[src/rtl/exec_sequencer_if.sv]
// Instruction handshake and ALU/register-file control bundle for exec_sequencer.
interface exec_sequencer_if #(
    parameter int unsigned CNT_W = 16
);
    logic             inst_valid;
    logic [15:0]      inst;
    logic             inst_ready;
    logic             alu_start;
    logic [2:0]       aluop;
    logic             alusrc;
    logic             rf_wen;
    logic [3:0]       rf_waddr;
    logic             illegal;
    logic             busy;
    logic [CNT_W-1:0] retired;
    logic [CNT_W-1:0] illegal_cnt;

    // Instruction source and observer of the sequencer outputs
    modport master (
        output inst_valid, inst,
        input  inst_ready, alu_start, aluop, alusrc, rf_wen, rf_waddr,
               illegal, busy, retired, illegal_cnt
    );

    // Sequencer side
    modport slave (
        input  inst_valid, inst,
        output inst_ready, alu_start, aluop, alusrc, rf_wen, rf_waddr,
               illegal, busy, retired, illegal_cnt
    );
endinterface

[src/rtl/exec_sequencer.sv]
// Multi-cycle issue/writeback sequencer: accepts 16-bit instructions, drives the
// ALU controls, stalls for MUL latency, strobes the register-file write and
// counts retired and illegal instructions.
`ifndef ADD
`define ADD 4'b0000
`define SUB 4'b0001
`define AND 4'b0010
`define OR  4'b0011
`define XOR 4'b0100
`define SLL 4'b0101
`define SRL 4'b0110
`define MUL 4'b0111
`endif

module exec_sequencer #(
    parameter int unsigned MUL_LAT = 4,
    parameter int unsigned CNT_W   = 16
) (
    input  logic              clk,
    input  logic              rst,
    exec_sequencer_if.slave   bus
);
    localparam int unsigned LAT_W = (MUL_LAT > 1) ? $clog2(MUL_LAT) : 1;

    typedef enum logic [1:0] {
        IDLE = 2'd0,
        EXEC = 2'd1,
        MULW = 2'd2,
        WB   = 2'd3
    } state_t;

    state_t           state;
    logic [LAT_W-1:0] cnt;
    logic             inst_ready_q;
    logic             alu_start_q;
    logic [2:0]       aluop_q;
    logic             alusrc_q;
    logic             rf_wen_q;
    logic [3:0]       rf_waddr_q;
    logic             illegal_q;
    logic             busy_q;
    logic [CNT_W-1:0] retired_q;
    logic [CNT_W-1:0] illegal_cnt_q;

    logic [3:0]       opcode;
    logic             xfer;

    assign opcode = bus.inst[15:12];
    assign xfer   = bus.inst_valid & inst_ready_q;

    // Sequencer FSM with all outputs registered
    always_ff @(posedge clk or posedge rst) begin
        if (rst) begin
            state         <= IDLE;
            cnt           <= '0;
            inst_ready_q  <= 1'b1;
            alu_start_q   <= 1'b0;
            aluop_q       <= 3'd0;
            alusrc_q      <= 1'b0;
            rf_wen_q      <= 1'b0;
            rf_waddr_q    <= 4'd0;
            illegal_q     <= 1'b0;
            busy_q        <= 1'b0;
            retired_q     <= '0;
            illegal_cnt_q <= '0;
        end else begin
            alu_start_q <= 1'b0;
            rf_wen_q    <= 1'b0;
            illegal_q   <= 1'b0;
            case (state)
                IDLE, WB: begin
                    if (xfer && opcode[3]) begin
                        // Illegal opcode: consumed, controls left untouched
                        illegal_q     <= 1'b1;
                        illegal_cnt_q <= illegal_cnt_q + CNT_W'(1);
                        state         <= IDLE;
                        inst_ready_q  <= 1'b1;
                        busy_q        <= 1'b0;
                    end else if (xfer) begin
                        aluop_q      <= opcode[2:0];
                        alusrc_q     <= (opcode == `SLL) || (opcode == `SRL);
                        rf_waddr_q   <= bus.inst[11:8];
                        alu_start_q  <= 1'b1;
                        inst_ready_q <= 1'b0;
                        busy_q       <= 1'b1;
                        if (opcode == `MUL) begin
                            state <= MULW;
                            cnt   <= LAT_W'(MUL_LAT - 1);
                        end else begin
                            state <= EXEC;
                        end
                    end else begin
                        state        <= IDLE;
                        inst_ready_q <= 1'b1;
                        busy_q       <= 1'b0;
                    end
                end
                EXEC: begin
                    state        <= WB;
                    rf_wen_q     <= 1'b1;
                    retired_q    <= retired_q + CNT_W'(1);
                    inst_ready_q <= 1'b1;
                    busy_q       <= 1'b1;
                end
                MULW: begin
                    if (cnt == '0) begin
                        state        <= WB;
                        rf_wen_q     <= 1'b1;
                        retired_q    <= retired_q + CNT_W'(1);
                        inst_ready_q <= 1'b1;
                    end else begin
                        cnt <= cnt - LAT_W'(1);
                    end
                    busy_q <= 1'b1;
                end
                default: begin
                    state        <= IDLE;
                    inst_ready_q <= 1'b1;
                    busy_q       <= 1'b0;
                end
            endcase
        end
    end

    assign bus.inst_ready  = inst_ready_q;
    assign bus.alu_start   = alu_start_q;
    assign bus.aluop       = aluop_q;
    assign bus.alusrc      = alusrc_q;
    assign bus.rf_wen      = rf_wen_q;
    assign bus.rf_waddr    = rf_waddr_q;
    assign bus.illegal     = illegal_q;
    assign bus.busy        = busy_q;
    assign bus.retired     = retired_q;
    assign bus.illegal_cnt = illegal_cnt_q;
endmodule
[src/flat_wrapper.sv]
// flat-port wrapper written by rule: the top's interface ports become plain ports
module exec_sequencer_flat 
#(
    parameter int unsigned MUL_LAT = 4,
    parameter int unsigned CNT_W   = 16
)
  (clk, rst, bus_inst_valid, bus_inst, bus_inst_ready, bus_alu_start, bus_aluop, bus_alusrc, bus_rf_wen, bus_rf_waddr, bus_illegal, bus_busy, bus_retired, bus_illegal_cnt);
  exec_sequencer_if #(.CNT_W(CNT_W)) bus_i ();
  input  logic clk;
  input  logic rst;
  input wire logic [$bits(bus_i.inst_valid)-1:0] bus_inst_valid;
  input wire logic [$bits(bus_i.inst)-1:0] bus_inst;
  output wire logic [$bits(bus_i.inst_ready)-1:0] bus_inst_ready;
  output wire logic [$bits(bus_i.alu_start)-1:0] bus_alu_start;
  output wire logic [$bits(bus_i.aluop)-1:0] bus_aluop;
  output wire logic [$bits(bus_i.alusrc)-1:0] bus_alusrc;
  output wire logic [$bits(bus_i.rf_wen)-1:0] bus_rf_wen;
  output wire logic [$bits(bus_i.rf_waddr)-1:0] bus_rf_waddr;
  output wire logic [$bits(bus_i.illegal)-1:0] bus_illegal;
  output wire logic [$bits(bus_i.busy)-1:0] bus_busy;
  output wire logic [$bits(bus_i.retired)-1:0] bus_retired;
  output wire logic [$bits(bus_i.illegal_cnt)-1:0] bus_illegal_cnt;
  assign bus_i.inst_valid = bus_inst_valid;
  assign bus_i.inst = bus_inst;
  assign bus_inst_ready = bus_i.inst_ready;
  assign bus_alu_start = bus_i.alu_start;
  assign bus_aluop = bus_i.aluop;
  assign bus_alusrc = bus_i.alusrc;
  assign bus_rf_wen = bus_i.rf_wen;
  assign bus_rf_waddr = bus_i.rf_waddr;
  assign bus_illegal = bus_i.illegal;
  assign bus_busy = bus_i.busy;
  assign bus_retired = bus_i.retired;
  assign bus_illegal_cnt = bus_i.illegal_cnt;
  exec_sequencer #(.MUL_LAT(MUL_LAT), .CNT_W(CNT_W)) u_core (.clk(clk), .rst(rst), .bus(bus_i));
endmodule
[config.mk]
export PLATFORM = sky130hd
export DESIGN_NAME = exec_sequencer_flat
export DESIGN_NICKNAME = d
export VERILOG_FILES = /design/src/rtl/exec_sequencer_if.sv /design/src/rtl/exec_sequencer.sv /design/src/flat_wrapper.sv
export SDC_FILE = /design/constraint.sdc
export NUM_CORES = 1
export LEC_CHECK = 0
export BUFFER_PORTS_ARGS = -buffer_cell sky130_fd_sc_hd__buf_2
export CAP_MARGIN = 10
export CELL_PAD_IN_SITES_DETAIL_PLACEMENT = 0
export CELL_PAD_IN_SITES_GLOBAL_PLACEMENT = 2
export CORE_MARGIN = 10
export CORE_UTILIZATION = 33
export DETAILED_ROUTE_END_ITERATION = 10
export PLACE_DENSITY = 0.88
export SLEW_MARGIN = 20
export SYNTH_ARGS = -nofsm -noshare
export SYNTH_HDL_FRONTEND = slang
export SYNTH_SLANG_ARGS = --single-unit
[constraint.sdc]
create_clock -name clk -period 2.4 [get_ports clk]
set_input_delay 0.36 -clock clk [delete_from_list [all_inputs] [get_ports clk]]
set_output_delay 0.36 -clock clk [all_outputs]
set_load 0.1 [all_outputs]
==> metrics.md, run 1 <==
| Metric | Value |
|---|---|
| Run status | finished clean |
| Worst-Skew Late Latency | 0.29 ns |
| Worst-path clk slew | 0.09 ns |
| Die H | 102 µm |
| Crit. End Element | register |
| Final worst slack | 0.449 ns |
| Detail Route Antenna Nets | 0 |
| Buffers on Ports | 55 |
| Max clock buf depth | 2 |
| Worst-path fanout max | 9 |
| GR Overflow Total | 0 |
| Number of global-route vias before repair | 1484 |
| DR vias | 1487 |
| Critical path class | reg -> reg |
| CORE AREA | 6420 µm² |
| Global-route wire length before repair | around 7400 µm |
| Seq/Total Area, Yosys | 0.554 |
| Iter 0 DRT Violations | 30 |
| Clock Skew | 0.00858 ns |
| RSZ-0062 raised after global routing | false |
| HP Class | in -> async |
| Residual DRC count | 0 |
| Distinct cell type count after synthesis | 33 |
| Postcts setup bufs | 0 |
| CTS tree | yes |
| Syn_area_per_cell | 12.0 µm² |
| WHS | 0.0873 ns |
| Max-cap violation count | 0 |
| Syn. warnings | 0 |
| DR WL/cell | 13.7 µm |
| Critical path data required time | 2.58 ns |
| Gr usage total | 0.0881 |
| Post-Syn Nets | 208 |
| H-tree levels | 2 |
| Layout cell share with drive strength beyond 1 | 0.355 |
| Worst-margin pin slew | 0.525 ns |
| Nets | 268 |
| Root buffer cell | clkbuf_8 |
| Setup TNS | 0 ns |
| Max Freq | 0.513 GHz |
| Final Cycle Share | 0.813 |
| Post-Synthesis Cells | 184 |
| TritonCTS Sinks | roughly 50 |
| CP Launch Type | register |
| Post-CTS sizing | 0 |
| Initial antenna violation count | 0 |
| Setup WS pre-CTS | 0.420 ns |
| Final Hold Viols | 0 |
| Synthesis-stage register bit count | 49 |
| Post-layout util | 0.420 |
| Gpl congestion | 0.717 |
| Largest net degree at the start of global routing | 28 |
| # setup viols final | 0 |
| Router iterations before antenna repair | 4 |
| Slew Limit Headroom | 0.650 |
| Post-DP HPWL | 3430 µm |
| Area Growth Syn to Fin | 21.9% |
| Worst EP arrival | between 2 and 2.5 ns |
| CTS Buf Count | 5 |
| Synth Cell Area | 2220 µm² |
| Ant. Diodes | 0 |
| Die ar. | between 10000 and 15000 µm² |
| Ports | between 60 and 70 |
| Starting Density | 0.345 |
| Row count | 29 |
| Final wirelength | approximately 4400 µm |
| Final Critical Period | approximately 2 ns |
| Cts hold-fix bufs | 0 |
| Die width | 102 µm |
| Via/cell ratio | 4.62 |
| Max Slew Vio Count | 0 |
cells by family (layout without fill, tap and decap cells):
family | count (synthesis) | count (layout) | share of synthesized area
flip-flops | 49 | 49 | 0.554
adder cells (fa/ha/maj) | 5 | 5 | 0.0282
XOR/XNOR | 31 | 31 | 0.123
buffers and inverters | 14 | 75 | 0.0294
AO/OA/AOI/OAI | 8 | 8 | 0.0186
AND/OR/NAND/NOR | 68 | 68 | 0.202
multiplexers | 9 | 9 | 0.0457
sequential cells by signal, indices dropped and copies added (netlist names):
signal                  count
u_core.bus.alu_start        1
u_core.bus.alusrc           1
u_core.bus.rf_waddr         4
u_core.bus.rf_wen           1
u_core.cnt                  2
u_core.bus.inst_ready       1
u_core.bus.aluop            3
u_core.bus.illegal_cnt     16
u_core.state                2
u_core.bus.busy             1
u_core.bus.illegal          1
u_core.bus.retired         16
cell usage after synthesis:
library cell	instances	area [µm²]
and3b_1	2	17.5
mux2_2	9	101
nand2b_1	1	6.26
buf_6	1	11.3
nor3b_2	1	12.5
xnor2_1	16	140
nor3b_1	1	7.51
inv_1	11	41.3
nand4_1	2	12.5
nor2b_1	2	12.5
a21oi_1	4	20.0
nor3_1	1	5.00
ha_1	5	62.6
nor3_2	5	50.1
o21ai_0	3	15.0
nand4_4	3	63.8
nor2_1	10	37.5
xor2_1	15	131
and4_1	3	26.3
nand3b_1	2	15.0
nand2_2	1	6.26
or3_1	1	6.26
dfstp_2	1	26.3
and2_1	1	6.26
nor4_4	1	21.3
buf_2	1	5.00
nand3_1	10	50.1
nand2_1	19	71.3
nor4_2	1	12.5
buf_4	1	7.51
or2_2	1	6.26
a31oi_1	1	6.26
dfrtp_1	48	1200
metrics by stage:
stage | cells | cell area, µm²
4_1_cts | 322 | 2700
3_3_place_gp | 314 | 2580
5_1_grt | 322 | 2700
3_5_place_dp | 314 | 2580
2_1_floorplan | 184 | 2220
6_report | 322 | 2700
placed cells by master (no fill, tap or decap), drive strengths merged, types with 2 or more instances in the layout:
cell and count:
mux2 9, nand3b 2, ha 5, xor2 15
nor2b 2, nor2 10, xnor2 16, dfrtp 48
inv 11, nand3 10, clkbuf 7, nand2 20
a21oi 4, buf 56, nand4 5, nor3 6
nor4 2, o21ai 3, and4 3, and3b 2
nor3b 2
area by class of cell:
| type | instances | area [µm²] |
|---|---|---|
| Fill cell | 632 | 3720 |
| Timing Repair Buffer | 56 | 295 |
| Multi-Input combinational cell | 121 | 923 |
| Clock buffer | 7 | 86.3 |
| Sequential cell | 49 | 1230 |
| Inverter | 11 | 41.3 |
| Clock inverter | 1 | 30.0 |
| Tap cell | 77 | 96.3 |
routing by layer:
metal	track usage	vias to the layer above	part of all wire
met2	0.125	40	0.42
met1	0.111	710	0.46
met4	0.0293	0	0.0093
li1	-	733	-
met5	0	-	0
met3	0.0493	4	0.11
worst paths after layout:
| kind | depth (start not counted) | end | start | slack, ns |
|---|---|---|---|---|
| setup / recovery | 6 | u_core.bus.illegal_cnt[12] | u_core.state[0] | 0.45 |
| hold / removal | 2 | u_core.bus.retired[8] | rst | 0.09 |
| min in group clk | 2 | u_core.bus.rf_waddr[2] | bus_inst[10] | 0.29 |
| max in group asynchronous | 3 | u_core.bus.inst_ready | rst | 1.73 |
| setup reg to reg | 6 | u_core.bus.illegal_cnt[12] | u_core.state[0] | 0.45 |
| hold reg to reg | 1 | u_core.bus.retired[15] | u_core.bus.retired[15] | 0.47 |
worst max-delay path, stage by stage (launching register included):
cell and delay (ns):
dfrtp_1 0.38, inv_1 0.05, ha_1 0.45, nand4_4 0.22
nor4_2 0.45, nand3_1 0.14, xnor2_1 0.14
Power of run 1 is not shown: default switching activity piles up to over one toggle a cycle in this logic, so the estimate is an artifact.
==> run 2, diff against run 1 <==
CORE_UTILIZATION = 29   (was 33)
PLACE_DENSITY = 0.83   (was 0.88)
clock period = 1.6 ns   (was 2.4 ns; I/O delays follow)
==> metrics.md, run 2 (synthesized netlist as in run 1, its figures left out) <==
| Metric | Value |
|---|---|
| Clock power share | 0.138 |
| Die width | 107 µm (was 102 µm) |
| Max Slew Vio Count | 0 (unchanged) |
| Post-layout util | 0.414 (was 0.420) |
| Worst-path fanout max | 6 (was 9) |
| Run status | finished clean (unchanged) |
| Max-cap violation count | 0 (unchanged) |
| Sequential Power Share | 0.297 |
| Switching power | 3440 µW |
| Max IR drop VDD | 0.00105 V |
| Router iterations before antenna repair | 4 (unchanged) |
| Crit. End Element | register (unchanged) |
| H-tree levels | 2 (unchanged) |
| Max clock buf depth | 2 (unchanged) |
| Slew Limit Headroom | 0.651 (was 0.650) |
| Layout cell share with drive strength beyond 1 | 0.546 (was 0.355) |
| Post-layout instance area | 3030 µm² (was 2700 µm²) |
| Buffers on Ports | 55 (unchanged) |
| Most frequent cells in the layout | buf_2, dfrtp_1, nand2_1 (unchanged) |
| HP Class | in -> reg (was in -> async) |
| Clock Skew | 0.00582 ns (was 0.00858 ns) |
| Depth of the worst register-to-register path | 6 (unchanged) |
| Setup TNS | 0 ns (unchanged) |
| DR WL/cell | 13.2 µm (was 13.7 µm) |
| Iter 0 DRT Violations | 29 (was 30) |
| GR Overflow Total | 0 (unchanged) |
| Worst EP arrival | 1.80 ns (was 2.13 ns) |
| Largest net degree at the start of global routing | 28 (unchanged) |
| TritonCTS Sinks | 49 (unchanged) |
| DR vias | 1523 (was 1487) |
| CTS Buf Count | 5 (unchanged) |
| Post-place instance area | 2850 µm² (was 2580 µm²) |
| RSZ-0062 raised after global routing | true (was false) |
| Hold depth | 2 |
| Area Growth Syn to Fin | 36.9% (was 21.9%) |
| CP Launch Type | register (unchanged) |
| Final wirelength | 4720 µm (was 4400 µm) |
| Critical path data required time | 1.82 ns (was 2.58 ns) |
| Final Cycle Share | 0.987 (was 0.813) |
| Starting Density | 0.302 (was 0.345) |
| Number of global-route vias before repair | 1630 (was 1484) |
| Worst-Skew Late Latency | 0.30 ns (was 0.29 ns) |
| Detail Route Antenna Nets | 0 (unchanged) |
| Reg2reg setup slack | 0.02 ns (was 0.45 ns) |
| Max Freq | 0.633 GHz (was 0.513 GHz) |
| Final Hold Viols | 0 (unchanged) |
| Dpl cells | 349 (was 314) |
| P per Cell Area | roughly 2200 nW/µm² |
| Ports | 64 (unchanged) |
| CORE AREA | 7330 µm² (was 6420 µm²) |
| WHS | 0.171 ns (was 0.0873 ns) |
| Critical path class | reg -> reg (unchanged) |
| Pint | 3110 µW |
| Comb pwr share | 0.565 |
| Gpl congestion | 0.724 (was 0.717) |
| Post-DP HPWL | 3620 µm (was 3430 µm) |
| Commonest non-fill, non-tap cell in the layout | buf_2 (unchanged) |
| Row count | 31 (was 29) |
| Die ar. | 11500 µm² (was 10400 µm²) |
| Residual DRC count | 0 (unchanged) |
| Initial antenna violation count | 0 (unchanged) |
| Non-filler cells, final | 359 (was 322) |
| Worst-path clk slew | 0.09 ns (about the same) |
| Fill count | 742 (was 632) |
| Gr usage total | 0.0847 (was 0.0881) |
| Nets | 283 (was 268) |
| Die H | 107 µm (was 102 µm) |
| Final Critical Period | 1.58 ns (was 1.95 ns) |
| Global-route wire length before repair | 8020 µm (was 7360 µm) |
| Ant. Diodes | 0 (unchanged) |
| Switching fraction of total power | 0.525 |
| CTS tree | yes (unchanged) |
| Leakage | between 0.001 and 0.0015 µW |
| Via/cell ratio | 4.24 (was 4.62) |
| # setup viols final | 0 (unchanged) |
| Root buffer cell | clkbuf_8 (unchanged) |
| Worst-margin pin slew | 0.523 ns (was 0.525 ns) |
-- run 2: path summary, 6_finish.rpt --
path,startpoint,end
setup / recovery,u_core.state[1],u_core.bus.retired[12]
hold / removal,bus_inst[8],u_core.bus.rf_waddr[0]
setup reg to reg,u_core.state[1],u_core.bus.retired[12]
hold reg to reg,u_core.bus.retired[12],u_core.bus.retired[12]
max in group asynchronous,rst,u_core.bus.illegal_cnt[1]
min in group asynchronous,rst,u_core.bus.retired[14]
-- run 2: layout make-up --
| type | count | area [µm²] | share of cell area |
|---|---|---|---|
| clock buffer | 7 | 86.3 | 0.0285 |
| multi-input combinational | 121 | 1010 | 0.333 |
| sequential | 49 | 1300 | 0.430 |
| clock inverter | 1 | 30.0 | 0.00990 |
| tap | 99 | 124 | 0.0408 |
| inverter | 11 | 41.3 | 0.0136 |
| timing repair buffer | 71 | 438 | 0.144 |
-- run 2: routing by layer --
layer / GRT usage / wire length, µm / vias to the layer above
met4: 0.0344 / 72 / 0
met3: 0.0359 / 340 / 7
li1: - / - / 759
met5: 0 / 0 / -
met1: 0.0998 / 2090 / 720
met2: 0.133 / 2220 / 37
-- run 2: timing repair --
item | 4_1_cts | 5_1_grt
endpoints found under the hold margin | 21 | 0
setup buffers | 0 | 1
resized for setup | 1 | 9
setup endpoints to repair | 23 | 21
pin swaps | 4 | 6
gates cloned | 0 | 0
hold buffers | 1 | 0
-- run 2: critical path, stage by stage (launching register included) --
cell	delay, ns
dfrtp_1	0.42
ha_4	0.28
buf_4	0.15
nor2b_4	0.13
nand4_4	0.18
nor3_2	0.20
xor2_1	0.15
-- run 2: power groups by stage --
stage | Combinational, µW | Clock (µW) | Sequential [µW]
after detailed placement | 3640 | 0 | 1980
after global placement | 3620 | 0 | 1960
after floorplan | 916 | 0 | 3930
final | 3700 | 902 | 1950
after CTS | 3690 | 956 | 1960
after global routing | 3920 | 1010 | 2010
-- run 2: metrics by stage --
stage | setup WS [ns] | power, µW
5_1_grt | -0.0748 | 6940
3_3_place_gp | -0.0695 | 5580
6_report | 0.0209 | 6550
2_1_floorplan | -0.115 | 4840
3_5_place_dp | -0.0842 | 5620
4_1_cts | 0.00462 | 6600
Note: power is estimated with default switching activity, not from simulation.
